### src/rtl/fsm.sv
// Two-input sequence detector: in0 arms, in1 pairs, both together fire a
// HOLD-cycle pulse. Both inputs are asynchronous and pass through synchronizers.
`timescale 1ns/1ps
module fsm #(
    parameter int SYNC_STAGES = 2,
    parameter int HOLD        = 4
) (
    input  logic clk,
    input  logic rstn,
    input  logic in0,
    input  logic in1,
    output logic out
);

    localparam logic [1:0] IDLE = 2'd0;
    localparam logic [1:0] ARM  = 2'd1;
    localparam logic [1:0] PAIR = 2'd2;
    localparam logic [1:0] FIRE = 2'd3;

    // FIRE runs while the counter walks HOLD-1 down to 0, i.e. HOLD cycles.
    localparam logic [7:0] HOLD_LOAD = 8'(HOLD - 1);

    logic [SYNC_STAGES-1:0] sync0;
    logic [SYNC_STAGES-1:0] sync1;
    logic                   s0;
    logic                   s1;
    logic [1:0]             state;
    logic [1:0]             state_nxt;
    logic [7:0]             cnt;

    always_ff @(posedge clk or posedge rstn) begin
        if (rstn) begin
            sync0 <= '0;
            sync1 <= '0;
        end else begin
            sync0 <= {sync0[SYNC_STAGES-2:0], in0};
            sync1 <= {sync1[SYNC_STAGES-2:0], in1};
        end
    end

    assign s0 = sync0[SYNC_STAGES-1];
    assign s1 = sync1[SYNC_STAGES-1];

    always_comb begin
        state_nxt = state;
        case (state)
            IDLE: if (s0) state_nxt = ARM;
            ARM: begin
                if (s1)       state_nxt = PAIR;
                else if (!s0) state_nxt = IDLE;
            end
            PAIR: begin
                if (s0 && s1) state_nxt = FIRE;
                else if (!s1) state_nxt = ARM;
            end
            FIRE: if (cnt == 8'd0) state_nxt = IDLE;
            default: state_nxt = IDLE;
        endcase
    end

    always_ff @(posedge clk or posedge rstn) begin
        if (rstn) begin
            state <= IDLE;
            cnt   <= 8'd0;
        end else begin
            state <= state_nxt;
            if (state == PAIR && state_nxt == FIRE)
                cnt <= HOLD_LOAD;
            else if (state == FIRE && cnt != 8'd0)
                cnt <= cnt - 8'd1;
        end
    end

    // Pure state decode, so reset clears out without waiting for a clock.
    assign out = (state == FIRE);

endmodule

### config.mk
export PLATFORM = sky130hd
export DESIGN_NAME = fsm
export DESIGN_NICKNAME = d
export VERILOG_FILES = /design/src/rtl/fsm.sv
export SDC_FILE = /design/constraint.sdc
export NUM_CORES = 1
export LEC_CHECK = 0
export BUFFER_PORTS_ARGS = -buffer_cell sky130_fd_sc_hd__buf_2
export CELL_PAD_IN_SITES_DETAIL_PLACEMENT = 0
export CELL_PAD_IN_SITES_GLOBAL_PLACEMENT = 1
export CORE_MARGIN = 5
export CORE_UTILIZATION = 47
export CTS_CLUSTER_SIZE = 25
export DETAILED_ROUTE_END_ITERATION = 12
export PLACE_DENSITY = 0.9
export SLEW_MARGIN = 20
export SYNTH_ARGS = -nofsm -noshare
export SYNTH_HDL_FRONTEND = slang
export SYNTH_SLANG_ARGS = --single-unit
### constraint.sdc
create_clock -name clk -period 3 [get_ports clk]
set_input_delay 0.15 -clock clk [delete_from_list [all_inputs] [get_ports clk]]
set_output_delay 0.15 -clock clk [all_outputs]
set_load 0.05 [all_outputs]
After elaboration in Yosys (flattened, before gate mapping)
Cells that the tools add are included.

Multiply operators: 0. Shift-type cells: 0. Bitwise logic cells: 0. Multiplexer cells: 9. Magnitude comparators: 0. Equality and inequality tests: 4. Div/mod/pow operators: 0. Add/sub/neg operators: 1. Reductions and logical operators: 7.

Operators by type and width (number): $mux W8 (2); $mux W2 (6); $logic_not A8 Y1 (1); $pmux W2 S4 (1); $reduce_bool A8 Y1 (1); $sub A8 B1 Y8 const B (1); $eq A2 B2 Y1 const B (3); $logic_and A1 B1 Y1 (3); $eq A2 B1 Y1 const B (1); $logic_not A2 Y1 (1); $reduce_bool A2 Y1 (1).

Register bits: 14. Bits in latches: 0. Bits in writable memories: 0. Memories: 0. Memory bits (read-only): 0. Word-level logic and storage cells: 25.

Longest topological paths before layout
Gate-level depths: netlist (run 1).

Depth in word-level cells: 6. Gate-level depth with buffers: 6.

Worst setup path after synthesis (run 1)
OpenSTA, ideal clock, no wires.

Kind: register to register. From: register cnt[0]. To: register state[1]. Setup slack: 1308 ps. Buffers on the path: 0. Stages on the path, launching flop included: 6. Data arrival time: 1539 ps. Path through: dfrtp_1 inv_1 ha_1 or3b_2 o21ai_0 o211ai_1.

Cells in the longest elaborated chain, start to end: 3.

Ends and longest elaborated chain: from (decl) (RTL line 29) `logic [7:0] cnt;`; from (signal assigned) (RTL line 70) `cnt <= cnt - 8'd1;`; $logic_not A8 Y1 (RTL line 56) `FIRE: if (cnt == 8'd0) state_nxt = IDLE;`; $mux W2 (RTL line 56); $pmux W2 S4 (RTL line 46) `case (state)`; named net state_nxt[1] (RTL line 28) `logic [1:0] state_nxt;`; to (signal assigned) (RTL line 66) `state <= state_nxt;`; to (decl) (RTL line 27) `logic [1:0] state;`.

The timed path passes the listed nets, and every way through them passes these cells. A chain may end at the register's enable or synchronous reset.

Final worst setup path (run 1)
From: register cnt[1]. To: register state[1].

The elaborated chain is that of the path after synthesis.

==> results of run 1 <==
## flip-flops by register name, indices dropped and copies added (netlist names)
signal / count
sync0: 2
state: 2
cnt: 8
sync1: 2
## report_power, final
part	switching [mW]	internal, mW	total (mW)
registers	0.0742	0.249	0.323
logic	0.122	0.111	0.234
clock network	0.0546	0.0465	0.101
## kinds of logic (layout without fill, tap and decap cells)
group	Yosys count	after routing	share of synthesized area [%]
buffers and inverters	3	13	1.71
AOI/OAI and AO/OA	10	10	9.30
and+or+nand+nor	30	30	27.9
muxes	4	4	6.07
adders and majority gates	1	1	1.90
DFF	14	14	53.1
## metrics by stage
stage / setup slack, ps / power, mW / hold WS (ps)
after floorplan: 1310 / 0.502 / 39.2
after global placement: 1190 / 0.553 / 208
after detailed placement: 1160 / 0.558 / 214
after CTS: 1140 / 0.665 / 353
after global routing: 948 / 0.724 / 372
final: 1130 / 0.657 / 350
## worst max-delay path, stage by stage (launching register included)
cell	delay, ps
dfrtp_1	420
inv_1	70
ha_1	190
or3b_2	470
o21ai_0	430
o211ai_1	150
## path summary, 6_finish.rpt
| kind | from | to | slack (ps) |
|---|---|---|---|
| setup / recovery | cnt[1] | state[1] | 1130 |
| hold / removal | sync0[0] | sync0[1] | 350 |
| setup reg to reg | cnt[1] | state[1] | 1130 |
| hold reg to reg | sync0[0] | sync0[1] | 350 |
| max in group asynchronous | rstn | state[1] | 2200 |
| min in group asynchronous | rstn | cnt[3] | 450 |
## cell usage in the layout (no fill, tap or decap), types with 3 or more instances in the layout
master and count:
a21oi_1 3, nor2_1 6, mux2i_1 4, dlygate4sd3_1 3
buf_2 4, clkbuf_4 3, inv_1 3, nand2_1 6
dfrtp_1 14, nor3_1 3, o21ai_0 3
## layer usage
| layer | global-route usage (%) | vias to the layer above | wire length, um |
|---|---|---|---|
| met4 | 8.29 | 0 | 23 |
| li1 | - | 250 | - |
| met2 | 20.6 | 6 | 498 |
| met3 | 3.38 | 4 | 35 |
| met1 | 18.2 | 234 | 578 |
| met5 | 0 | - | 0 |
## area by class of cell
type,count,area share (%)
clock buffers,3,3.00
inverters,3,1.50
multi-input cells,45,39.7
flip-flops and latches,14,46.7
well taps,15,2.50
repair buffers,7,6.67
## timing repair
item	CTS	global route
hold buffers	3	0
buffers inserted	0	0
hold endpoints to repair	16	0
gates resized for setup	0	0
==> results.json, run 1 <==
{
  "ys_top_cells_by_count": "14 x dfrtp_1, 6 x nand2_1, 6 x nor2_1, 4 x mux2i_1",
  "worstSetupStartpointType": "flop",
  "hpwl_um": 811,
  "coreArea_mm2": 0.00132,
  "hold_viol": 0,
  "crit_arrival_ps": 1990,
  "max_cap_viol_count": 0,
  "max_slew_margin_pct": 64.9,
  "nNetsFinal": 79,
  "cts_buffer_depth": 2,
  "place_area_um2": 698,
  "grt_pass1_vias": 470,
  "holdPathStages": 0,
  "num_vias": 494,
  "area.growth.synth_to_final_pct": 13.9,
  "drtPass1Iterations": 5,
  "syn_nets": 67,
  "final_antenna_net_count": 0,
  "async_reset_ff_share_pct": 100,
  "drtIter0Drc": 6,
  "grt_overflow": 0,
  "ir_worst_vdd_v": 0.000376,
  "synth_area_leaders": "dfrtp_1 53%, mux2i_1 6.1%, nand2_1 3.4%",
  "tns_ps": 0,
  "antenna_found_initial": 0,
  "die_y_um": 47.5,
  "grt_pass1_wl_um": 2110,
  "yosysWarnings": 0,
  "final_layout_size_suffix_gt1_share_pct": 16.7,
  "synth_cells": 62,
  "root_buffer": "clkbuf_4",
  "path_class": "reg -> reg",
  "yosys.area.top_type": "dfrtp_1",
  "power.density_mw_per_mm2": 876,
  "fin_skew_ps": 6.52,
  "path_clk_slew_ps": 80,
  "min_path_type": "reg -> reg",
  "setup_violations": 0,
  "start_util_pct": 50.0,
  "die_area_mm2": 0.00225,
  "maxSlewViolCount": 0,
  "cts_tree": "yes",
  "crit_path_end_kind": "flop",
  "io_pins": 5,
  "synthDominantCellAreaShare_pct": 53.1,
  "avgSynthCellArea_um2": 10.6,
  "crit_fanout": 5,
  "crit_required_ps": 3120,
  "clock_latency_ps": 270,
  "tightestPinTransition_ps": 526,
  "rows": 13,
  "antennaDiodeCount": 0,
  "synth_most_common_cell": "dfrtp_1",
  "wl_per_cell_um": 13.0,
  "drc": 0,
  "multi_input_area_um2": 298,
  "viasPerCell": 5.68,
  "cts_buffers": 3,
  "wirelength_um": 1140,
  "timing.final.crit_period_ps": 1870,
  "stdcell_area_um2": 751,
  "synth_cell_types": 27,
  "fill_cells": 115,
  "regArea_um2": 350,
  "cts_num_sinks": 14,
  "grt_max_degree": 15,
  "rsz0062_at_grt": "no",
  "synth-seq-area-share_pct": 53.1,
  "place_congestion": 0.799,
  "gr-usage-all-layers_pct": 13.9,
  "max_freq_ghz": 0.536,
  "io_buffers": 4,
  "period_share_pct": 62.2,
  "ys.flop_type": "dfrtp_1",
  "reg2reg_depth": 5,
  "h-tree-depth": 1,
  "synth_edf_count": 0,
  "final_util_pct": 57.0,
  "netlist_area_um2": 659,
  "status": "finished clean",
  "chipWidth_um": 47.5,
  "synth_seq_cells": 14,
  "leakage_nw": 0.341,
  "placedCellCount": 81,
  "post_layout_nonfiller_instances": 87
}
(Power assumes the default switching activity.)
==> inputs of run 2 (changes only) <==
Settings changed: CORE_UTILIZATION 47 to 43, PLACE_DENSITY 0.9 to 0.85.
Clock period 3 ns to 1.96 ns, I/O delays scaled along.
==> run 2 against run 1 <==
Sequential share of layout area decreased by 0.54 points. Largest power group unchanged. Cell count increased by 2.3%. Core utilization decreased by 6.0 points. Via count increased by 2.8%. Total power increased by 58%. Combinational power increased by 63%. First-iteration DRC count increased to 3.2 times the previous value. Non-clock buffer count increased by 1. Fmax increased by 8.7%. Global-route usage decreased by 2.2 points. Count of clock-buffer cells in the layout unchanged.
==> results.json, run 2 (synthesized netlist as in run 1, its figures left out) <==
{
  "status": "finished clean",
  "grt_pass1_vias": 485,
  "crit_path_max_incr_delay_ps": 570,
  "maxSlewViolCount": 0,
  "hold_start": "sync0[0]",
  "post_layout_nonfiller_instances": 89,
  "die_area_mm2": 0.00242,
  "crit_chain": "or4_4 -> or3_1 -> nor4_2 -> a31o_1",
  "final_common_cell": "dfrtp_1",
  "die_y_um": 49.2,
  "wirelength_um": 1230,
  "cts_buffers": 3,
  "max_freq_ghz": 0.582,
  "final_layout_size_suffix_gt1_share_pct": 17.8,
  "cp-startpoint": "cnt[3]",
  "nNetsFinal": 80,
  "placedCellCount": 83,
  "io_buffers": 4,
  "place_ws_ps": 253,
  "grt_pass1_wl_um": 2190,
  "path_clk_slew_ps": 80,
  "path_delay_family": "simple AND/OR/NAND/NOR gates",
  "cts_buffer_depth": 2,
  "place_congestion": 0.759,
  "finalPower_mw": 1.04,
  "cts_setup_buffers": 0,
  "tns_ps": 0,
  "fill_cells": 135,
  "start_util_pct": 44.3,
  "drtIter0Drc": 19,
  "stdcell_area_um2": 759,
  "final_cell_mix": "14 x dfrtp_1, 6 x nand2_1, 6 x nor2_1",
  "grt_overflow": 0,
  "critical_path_buf_inv_count": 0,
  "area.growth.synth_to_final_pct": 15.2,
  "max_slew_margin_pct": 66.5,
  "num_vias": 508,
  "crit_fanout": 6,
  "cp_slowest_cell": "or4_4",
  "final_util_pct": 51.0,
  "reg2reg_from": "cnt[3]",
  "gr-usage-all-layers_pct": 11.7,
  "crit_arrival_ps": 1940,
  "drtPass1Iterations": 4,
  "worstSetupStartpointType": "flop",
  "fin_skew_ps": 1.24,
  "worst_slack_ps": 243,
  "viasPerCell": 5.71,
  "max_cap_viol_count": 0,
  "clock_latency_ps": 280,
  "regArea_um2": 350,
  "chipWidth_um": 49.2,
  "min_path_type": "reg -> reg",
  "tightestPinTransition_ps": 502,
  "io_pins": 5,
  "reg2reg_depth": 4,
  "drc": 0,
  "crit_cells": 4,
  "holdWs_ps": 358,
  "antenna_found_initial": 0,
  "antennaDiodeCount": 0,
  "rsz0062_at_grt": "no",
  "timing.final.crit_period_ps": 1720,
  "period_share_pct": 87.6,
  "coreArea_mm2": 0.00149,
  "grt_max_degree": 15,
  "crit_required_ps": 2180,
  "cts_tree": "yes",
  "cts_num_sinks": 14,
  "place_area_um2": 707,
  "holdPathStages": 0,
  "hpwl_um": 899,
  "setup_violations": 0,
  "wl_per_cell_um": 13.8,
  "h-tree-depth": 1,
  "final_antenna_net_count": 0,
  "hold_viol": 0,
  "leakage_nw": 0.345,
  "power.density_mw_per_mm2": 1370,
  "crit_path_end_kind": "flop",
  "rows": 14,
  "multi_input_area_um2": 298,
  "largest_reg_flops": 8,
  "root_buffer": "clkbuf_4",
  "regMostFlops": "cnt",
  "ir_worst_vdd_v": 0.000749,
  "path_class": "reg -> reg"
}
-- run 2: cell count changes in the layout (fill, tap and decap cells not counted) --
cell,change
buf_4,+1
-- run 2: per-layer routing --
layer / global-route usage, % / part of all wire [%] / up-vias
li1: - / - / 248
met1: 15.9 / 48 / 242
met2: 16.1 / 47 / 16
met3: 2.75 / 4.7 / 2
met4: 8.07 / 0.97 / 0
met5: 0 / 0 / -
-- run 2: report_power, final --
group | switching, mW | internal, mW
clock | 0.0887 | 0.0712
combinational | 0.198 | 0.183
sequential | 0.118 | 0.380
total | 0.404 | 0.635
-- run 2: what timing repair did --
item,4_1_cts,5_1_grt
endpoints found under the hold margin,16,0
gates resized for setup,0,0
hold buffers,3,0
-- run 2: path summary, 6_finish.rpt --
| path | slack [ps] | endpoint |
|---|---|---|
| worst min register to register | 360 | sync0[1] |
| worst min-delay path | 360 | sync0[1] |
| worst max-delay path | 240 | cnt[7] |
| min in group asynchronous | 380 | sync1[0] |
| max in group asynchronous | 1240 | cnt[2] |
| worst max register to register | 240 | cnt[7] |
-- run 2: final cells by class --
class | instances | area share, %
flip-flops and latches | 14 | 46.1
multi-input cells | 45 | 39.2
repair buffers | 8 | 7.58
clock buffers | 3 | 2.97
well taps | 16 | 2.64
inverters | 3 | 1.48
-- run 2: worst reg2reg max path, cell delays in order, from the launching register on --
cell	delay, ps
dfrtp_1	430
or4_4	570
or3_1	370
nor4_2	160
a31o_1	130
==> inputs of run 3 (changes only) <==
Settings changed: ABC_AREA set to 1, ABC_CLOCK_PERIOD_IN_PS set to 1960, CORE_UTILIZATION 43 to 41, PLACE_DENSITY 0.85 to 0.86, SETUP_SLACK_MARGIN set to 0.15.
==> run 3 against run 2 <==
Sequential power about the same. Sequential share of layout area is 5.4 points lower. Die area is 14% higher. First-iteration DRC count fell by 16%. Worst hold slack got worse by 3.7 ps. Clock skew up 1.3 ps. Cell count is 55% higher. Wire length grew 7.7%.
==> results.json, run 3 <==
{
  "syn_nets": 107,
  "regMostFlops": "cnt",
  "period_share_pct": 71.4,
  "final_layout_size_suffix_gt1_share_pct": 16.8,
  "cts_resized": 0,
  "synthDominantCellAreaShare_pct": 47.1,
  "async_reset_ff_share_pct": 100,
  "fin_skew_ps": 2.55,
  "drtIter0Drc": 16,
  "ir_worst_vdd_v": 0.000769,
  "fill_cells": 188,
  "synth_cells": 102,
  "yosysWarnings": 0,
  "maxSlewViolCount": 0,
  "p_clk_share_pct": 15.8,
  "leakage_nw": 0.478,
  "synth_most_common_cell": "nand2_1",
  "wl_per_cell_um": 9.61,
  "switching_share_pct": 45.6,
  "synth_cell_types": 14,
  "final_antenna_net_count": 0,
  "avgSynthCellArea_um2": 7.29,
  "tns_ps": 0,
  "nNetsFinal": 119,
  "min_path_type": "reg -> reg",
  "p_comb_share_pct": 47.1,
  "drc": 0,
  "holdWs_ps": 355,
  "final_cell_mix": "26 x nand2_1, 17 x nor2_1, 16 x inv_1",
  "grt_overflow": 0,
  "antenna_found_initial": 0,
  "path_clk_slew_ps": 90,
  "status": "finished clean",
  "clock_latency_ps": 280,
  "max_cap_viol_count": 0,
  "cts_tree": "yes",
  "grt_max_degree": 15,
  "rsz0062_at_grt": "no",
  "worstSetupStartpointType": "flop",
  "wirelength_um": 1330,
  "final_common_cell": "nand2_1",
  "antennaDiodeCount": 0,
  "ctsHoldBuffers": 3,
  "worst_slack_ps": 560,
  "io_pins": 5,
  "hpwl_um": 1000,
  "cts_num_sinks": 14,
  "cts_buffers": 3,
  "grt_pass1_wl_um": 2680,
  "place_ws_ps": 576,
  "synth_seq_cells": 14,
  "place_congestion": 0.832,
  "ys_top_cells_by_count": "26 x nand2_1, 17 x nor2_1, 16 x inv_1, 14 x dfrtp_1, 11 x nand3_1",
  "root_buffer": "clkbuf_4",
  "hold_viol": 0,
  "rows": 15,
  "viasPerCell": 4.45,
  "synth_area_leaders": "dfrtp_1 47%, nand2_1 13%, nor2_1 8.6%",
  "crit_arrival_ps": 1580,
  "cts_setup_buffers": 0,
  "io_buffers": 4,
  "p_int_mw": 0.726,
  "stdcell_area_um2": 861,
  "finalPower_mw": 1.33,
  "tightestPinTransition_ps": 507,
  "place_area_um2": 795,
  "h-tree-depth": 1,
  "area.growth.synth_to_final_pct": 15.8,
  "power.density_mw_per_mm2": 1550,
  "coreArea_mm2": 0.00173,
  "die_y_um": 52.6,
  "netlist_area_um2": 743,
  "power.switching_mw": 0.608,
  "crit_fanout": 6,
  "max_slew_margin_pct": 66.2,
  "die_area_mm2": 0.00276,
  "path_class": "reg -> reg",
  "drtPass1Iterations": 4,
  "num_vias": 614,
  "crit_path_end_kind": "flop",
  "yosys.area.top_type": "dfrtp_1",
  "seq_power_share_pct": 37.2,
  "cts_buffer_depth": 2,
  "setup_violations": 0,
  "crit_required_ps": 2140,
  "synth-seq-area-share_pct": 47.1,
  "timing.final.crit_period_ps": 1400,
  "gr-usage-all-layers_pct": 13.3,
  "largest_reg_flops": 8,
  "ys.flop_type": "dfrtp_1",
  "synth_edf_count": 0,
  "max_freq_ghz": 0.714,
  "start_util_pct": 43.0,
  "grt_pass1_vias": 678,
  "chipWidth_um": 52.6
}
## run 3: changes by cell type after synthesis, moves of 4 or more
cell / before / now
nor2_1: 6 / 17
nand2_2: 0 / 4
nand3_1: 1 / 11
inv_1: 3 / 16
mux2i_1: 4 / 0
nand2_1: 6 / 26
## run 3: stage by stage
step | utilization, % | cells
finish | 49.9 | 138
global route | 49.9 | 138
CTS | 49.9 | 138
detailed placement | 46.0 | 131
global placement | 46.0 | 131
floorplan | - | 102
## run 3: logic make-up after synthesis
logic type	after synthesis	synth area share, %
AO/OA/AOI/OAI	4	3.03
buffers and inverters	19	9.93
adder cells (fa/ha/maj)	1	1.68
flip-flops	14	47.1
AND/OR/NAND/NOR	64	38.2
## run 3: worst max-delay path, stage by stage, from the launching register on
cell,delay (ps)
dfrtp_1,390
inv_1,90
ha_1,230
nand2_1,70
nor2_1,110
nand2_2,110
nand2_4,100
o21ai_0,90
nand2_1,80
nand2_1,40
## run 3: path summary, 6_finish.rpt
check | cells after the start | slack, ps | to | from
setup / recovery | 9 | 560 | cnt[7] | cnt[0]
min in group asynchronous | 3 | 380 | sync0[0] | rstn
hold / removal | 0 | 350 | sync1[1] | sync1[0]
max in group asynchronous | 3 | 1240 | cnt[5] | rstn
setup reg to reg | 9 | 560 | cnt[7] | cnt[0]
hold reg to reg | 0 | 350 | sync1[1] | sync1[0]
## run 3: layout make-up
cell class | count | area [um2] | area share (%)
inverters | 19 | 73.8 | 8.58
multi-input cells | 69 | 319 | 37.1
repair buffers | 7 | 50.0 | 5.81
well taps | 25 | 31.3 | 3.63
clock buffers | 4 | 36.3 | 4.22
flip-flops and latches | 14 | 350 | 40.7
## run 3: power groups by stage
| stage | clock network, mW | registers [mW] | logic (mW) |
|---|---|---|---|
| after floorplan | 0 | 0.478 | 0.523 |
| after global placement | 0 | 0.499 | 0.616 |
| after detailed placement | 0 | 0.502 | 0.625 |
| after CTS | 0.217 | 0.496 | 0.633 |
| after global routing | 0.231 | 0.520 | 0.743 |
| final | 0.210 | 0.495 | 0.628 |
## run 3: routing by layer
metal / global-route usage (%) / vias up / part of all wire (%)
li1: - / 335 / -
met1: 16.6 / 266 / 51
met2: 21.1 / 9 / 43
met3: 3.42 / 4 / 3.6
met4: 6.38 / 0 / 2.5
met5: 0 / - / 0
